$ cat src/rtl/serial_addsub.sv
// serial_addsub: multi-cycle adder/subtractor for unsigned and two's-complement
// operands. It processes BITS_PER_CYCLE bits per clock through a ripple slice
// of full-adder cells, carrying the running carry between cycles.
//
// Parameters:
//   WIDTH           operand/result width (>= 2)
//   BITS_PER_CYCLE  bits per RUN cycle (1..WIDTH, divides WIDTH)
//
// Ports:
//   clk          clock, rising edge
//   rst          synchronous active-high reset
//   start_valid  request to start an operation
//   start_ready  block idle and able to accept (state == IDLE)
//   a, b         operands, sampled at the accept edge
//   cin          carry-in (add) / borrow-in (sub), sampled at the accept edge
//   sub          0: a+b+cin, 1: a-b-cin, sampled at the accept edge
//   sum          registered result
//   cout         final carry out (subtract: 1 = no borrow)
//   ovf          signed overflow
//   done         one-cycle pulse, result valid and new
//   busy         high in RUN and DONE
module serial_addsub #(
    parameter int WIDTH          = 8,
    parameter int BITS_PER_CYCLE = 1
) (
    input  logic             clk,
    input  logic             rst,
    input  logic             start_valid,
    output logic             start_ready,
    input  logic [WIDTH-1:0] a,
    input  logic [WIDTH-1:0] b,
    input  logic             cin,
    input  logic             sub,
    output logic [WIDTH-1:0] sum,
    output logic             cout,
    output logic             ovf,
    output logic             done,
    output logic             busy
);

    // Guard against divide-by-zero while elaborating an illegal parameter set,
    // so the $error below is the message that gets reported.
    localparam int BPC_SAFE = (BITS_PER_CYCLE < 1) ? 1 : BITS_PER_CYCLE;
    localparam int N        = WIDTH / BPC_SAFE;
    localparam int CNT_W    = (N > 1) ? $clog2(N) : 1;
    localparam logic [CNT_W-1:0] LAST = CNT_W'(N - 1);

    if (WIDTH < 2 || BITS_PER_CYCLE < 1 || BITS_PER_CYCLE > WIDTH ||
        (WIDTH % BPC_SAFE) != 0) begin : g_bad_params
        $error("serial_addsub: illegal WIDTH=%0d / BITS_PER_CYCLE=%0d",
               WIDTH, BITS_PER_CYCLE);
    end

    typedef enum logic [1:0] {
        IDLE = 2'd0,
        RUN  = 2'd1,
        DONE = 2'd2
    } state_t;

    state_t                    state_q;
    logic [WIDTH-1:0]          sa_q;
    logic [WIDTH-1:0]          sb_q;
    logic [WIDTH-1:0]          res_q;
    logic [WIDTH-1:0]          sum_q;
    logic                      carry_q;
    logic                      cout_q;
    logic                      ovf_q;
    logic                      done_q;
    logic                      busy_q;
    logic [CNT_W-1:0]          cnt_q;

    logic [BITS_PER_CYCLE-1:0] slice_sum;
    logic                      c_into_msb;
    logic                      c_out;
    logic [WIDTH+BITS_PER_CYCLE-1:0] res_cat;
    logic [WIDTH-1:0]          res_d;

    // Ripple slice over the low BITS_PER_CYCLE bits of the operand shift
    // registers. c_into_msb is the carry entering the top cell of the slice;
    // on the final slice that cell is the operand MSB, which is what the
    // signed overflow test needs.
    always_comb begin : ripple
        logic c;
        // NOTE: every variable written here gets a default first, so no path
        // leaves it unassigned and no latch is inferred.
        c          = carry_q;
        slice_sum  = '0;
        c_into_msb = 1'b0;
        for (int i = 0; i < BITS_PER_CYCLE; i++) begin
            c_into_msb   = c;
            slice_sum[i] = sa_q[i] ^ sb_q[i] ^ c;
            c            = (sa_q[i] & sb_q[i]) | (c & (sa_q[i] ^ sb_q[i]));
        end
        c_out = c;
    end

    // New slice bits enter at the top of the result register; after N cycles
    // the first slice has reached bit 0. The concatenation form also covers
    // BITS_PER_CYCLE == WIDTH, where no old result bits survive.
    assign res_cat = {slice_sum, res_q};
    assign res_d   = res_cat[WIDTH+BITS_PER_CYCLE-1:BITS_PER_CYCLE];

    always_ff @(posedge clk) begin
        if (rst) begin
            // NOTE: state is updated with non-blocking assignments so every
            // register samples the pre-edge values of the others.
            state_q <= IDLE;
            sa_q    <= '0;
            sb_q    <= '0;
            res_q   <= '0;
            sum_q   <= '0;
            carry_q <= 1'b0;
            cout_q  <= 1'b0;
            ovf_q   <= 1'b0;
            done_q  <= 1'b0;
            busy_q  <= 1'b0;
            cnt_q   <= '0;
        end else begin
            done_q <= 1'b0;
            case (state_q)
                IDLE: begin
                    if (start_valid) begin
                        // Subtraction is A + ~B + 1; a borrow-in removes the +1.
                        sa_q    <= a;
                        sb_q    <= sub ? ~b : b;
                        carry_q <= cin ^ sub;
                        cnt_q   <= '0;
                        busy_q  <= 1'b1;
                        state_q <= RUN;
                    end
                end
                RUN: begin
                    sa_q    <= sa_q >> BITS_PER_CYCLE;
                    sb_q    <= sb_q >> BITS_PER_CYCLE;
                    res_q   <= res_d;
                    carry_q <= c_out;
                    cnt_q   <= cnt_q + 1'b1;
                    if (cnt_q == LAST) begin
                        sum_q   <= res_d;
                        cout_q  <= c_out;
                        ovf_q   <= c_into_msb ^ c_out;
                        done_q  <= 1'b1;
                        state_q <= DONE;
                    end
                end
                DONE: begin
                    busy_q  <= 1'b0;
                    state_q <= IDLE;
                end
                default: begin
                    busy_q  <= 1'b0;
                    state_q <= IDLE;
                end
            endcase
        end
    end

    assign start_ready = (state_q == IDLE);
    assign sum         = sum_q;
    assign cout        = cout_q;
    assign ovf         = ovf_q;
    assign done        = done_q;
    assign busy        = busy_q;

endmodule

$ cat config.mk
export PLATFORM = sky130hd
export DESIGN_NAME = serial_addsub
export DESIGN_NICKNAME = d
export VERILOG_FILES = /design/src/rtl/serial_addsub.sv
export SDC_FILE = /design/constraint.sdc
export NUM_CORES = 1
export LEC_CHECK = 0
export BUFFER_PORTS_ARGS = -buffer_cell sky130_fd_sc_hd__buf_4
export CORE_MARGIN = 8
export CORE_UTILIZATION = 46
export CTS_CLUSTER_DIAMETER = 200
export DETAILED_ROUTE_END_ITERATION = 10
export GPL_ROUTABILITY_DRIVEN = 1
export PLACE_DENSITY = 0.78
export SLEW_MARGIN = 20
export SYNTH_ARGS = -nofsm -noshare
export SYNTH_HDL_FRONTEND = slang
export SYNTH_SLANG_ARGS = --single-unit
$ cat constraint.sdc
create_clock -name clk -period 1.68 [get_ports clk]
set_input_delay 0.168 -clock clk [delete_from_list [all_inputs] [get_ports clk]]
set_output_delay 0.168 -clock clk [all_outputs]
set_load 0.03 [all_outputs]
==> results.ini <==
[yosys]
synth.largest_area_cell=dfxtp_1
ys_async_sr_fraction_pct=0
yosysTopAreaCellShare_pct=46.52
syn_area_um2=1764
syn_area_per_cell_um2=8.910
synth-main-ff-cell=dfxtp_1
synthTopCellsByArea=dfxtp_1 47%, nand2_1 6.8%, a21oi_1 6.0%
synth_warnings=0
synth_seq_area_share_pct=46.52
synth.distinct_cells=30
synth-seq-cells=41
synth_fp_nets=222
synthCells=198
synth-edff-count=0

[critical_path]
crit_path_end_kind=flip-flop
start_kind=flip-flop
path_max_fanout=11
worstPathRequired_ns=1.84
worstSetupPathType=reg -> reg
reg2reg_from=cnt_q[0]
crit_path_start=cnt_q[0]
cp.arrival_ns=1.63

[grt]
grt_pass1_wl_mm=5.802
grt_max_degree=32
grt_pass1_vias=1261
overflow=0
antenna_found_initial=0
grtUsageTotal_pct=11.58

[sta]
final_max_slew_viol_count=0
finalCritPeriodShare_pct=87.12
tightestPinTransition_ns=0.5068
max_slew_margin_pct=66.19
skew_ns=0.006858
setup_tns_ns=0
max_freq_ghz=0.6833
finalCriticalPeriod_ns=1.464
setup_viol=0
rsz0062_at_grt=false
hold_violations=0

[cts]
clk_latency_ns=0.29
clock_sinks=41
cts_setup_buffers=0
postCtsHoldBufs=0
clock_path_buffers=2
root_buffer=clkbuf_8
cts.clk_slew.worst_paths_ns=0.07
cts_max_level=2
cts_tree=built
cts_inserted_buffers=5
cts.repair.resized=0

[floorplanning]
initial_utilization_pct=47.83
die-area_um2=6073
die-width_um=77.93
num_io_pins=34
core_um2=3689
rows=22
chipHeight_um=77.93

[power_and_ir_drop]
pwr_density_cell_nw_per_um2=916.6
leakage_nw=0.8144
p_sw_uw=463.0
power_frac_seq_pct=54.1
internal_power_mw=1.471
max-vdd-ir-drop_v=0.0005275
p_comb_share_pct=13.1
swShare_pct=23.95
p_clk_share_pct=32.7

[finish]
final_cell_mix=41 x dfxtp_1, 39 x buf_4, 32 x nand2_1
fin_util_pct=57.19
drive_gt1_share_pct=23.68
antenna_cells=0
area_delta_synth_final_pct=19.57
n_fill_cell=348
final_cells=276
final_common_cell=dfxtp_1
num-nets-final=252

[placed_design]
io_buffers=33
hpwl_mm=2.395
gp_congestion=0.7130
dp_cells=269

[hold_path]
worstHoldStart=a[7]
worst_hold_path_type=in -> reg

[drt]
drt_wl_total_mm=3.426
avgRoutedWirePerCell_um=12.41
first_iter_violations=109
drc=0
first_pass_iters=5
postRouteAntennaNets=0
via_per_inst=5.069
via_count=1399

[flow_run]
maxCapViolations=0

[outcome]
status=finished clean

## power groups by stage
stage	sequential, mW	clock (mW)	combinational (mW)
6_report	1.05	0.633	0.254
5_1_grt	1.05	0.691	0.282
4_1_cts	1.05	0.651	0.258
3_5_place_dp	1.07	0	0.257
2_1_floorplan	1.06	0	0.188
3_3_place_gp	1.07	0	0.253
## logic make-up (layout without fill, tap and decap cells)
kind of cell	count (synthesis)	after routing	synth area share, %
AO/OA/AOI/OAI	47	47	17.02
adder cells (fa/ha/maj)	3	3	2.553
XOR/XNOR	10	10	4.965
buffers and inverters	17	47	5.531
multiplexers	1	1	0.5674
flip-flops	41	41	46.52
AND/OR/NAND/NOR	79	79	22.84
## worst max-delay path, cell delays in order (launching register included)
cell	delay, ns
dfxtp_1	0.37
ha_1	0.16
ha_1	0.17
nand3b_1	0.35
nand2_1	0.19
a21oi_1	0.09
## sequential cells by signal (all words and copies together) (netlist names), 2 cells and up
signal   flops
sa_q         8
sb_q         8
sum          8
res_q        7
cnt_q        3
state_q      2
## synth_stat cells (3+ instances only)
| cell | instances |
|---|---|
| o22ai_1 | 8 |
| a22oi_1 | 12 |
| or2b_1 | 3 |
| a21oi_1 | 21 |
| dfxtp_1 | 41 |
| xnor2_1 | 9 |
| nor3_2 | 3 |
| buf_2 | 5 |
| nor2_1 | 17 |
| or3b_1 | 7 |
| buf_4 | 3 |
| clkbuf_1 | 5 |
| nand2b_1 | 6 |
| nor3_1 | 6 |
| a21oi_2 | 3 |
| nand2_1 | 32 |
## layout make-up
cell class | count | area [um2] | share of cell area, %
inverter | 1 | 3.754 | 0.1779
timing repair buffer | 39 | 292.8 | 13.88
sequential | 41 | 820.8 | 38.91
clock buffer | 7 | 86.33 | 4.093
tap | 48 | 60.06 | 2.847
multi-input combinational | 140 | 845.8 | 40.09
## worst paths after layout
kind                            endpoint  slack [ns]  cells after the start
worst max-delay path              sum[7]        0.22                      5
worst min-delay path             sa_q[7]        0.11                      3
worst max register to register    sum[7]        0.22                      5
worst min register to register    sum[0]        0.45                      2
## metrics by stage
| stage | area (um2) | hold slack (ns) | total power [mW] | setup slack (ns) |
|---|---|---|---|---|
| 2_1_floorplan | 1764 | 0.3163 | 1.252 | 0.3771 |
| 3_3_place_gp | 2023 | 0.4146 | 1.320 | 0.3108 |
| 3_5_place_dp | 2023 | 0.4119 | 1.325 | 0.2511 |
| 4_1_cts | 2110 | 0.1034 | 1.956 | 0.2034 |
| 5_1_grt | 2110 | 0.1362 | 2.025 | 0.09192 |
| 6_report | 2110 | 0.1091 | 1.934 | 0.2165 |
## per-layer routing
layer	vias up	global-route usage [%]	wire length (um)
met2	34	17.46	1600
met5	-	0	0
li1	733	-	-
met4	0	4.444	32
met3	4	5.645	252
met1	628	13.87	1541
Note: power is estimated with default switching activity, not from simulation.
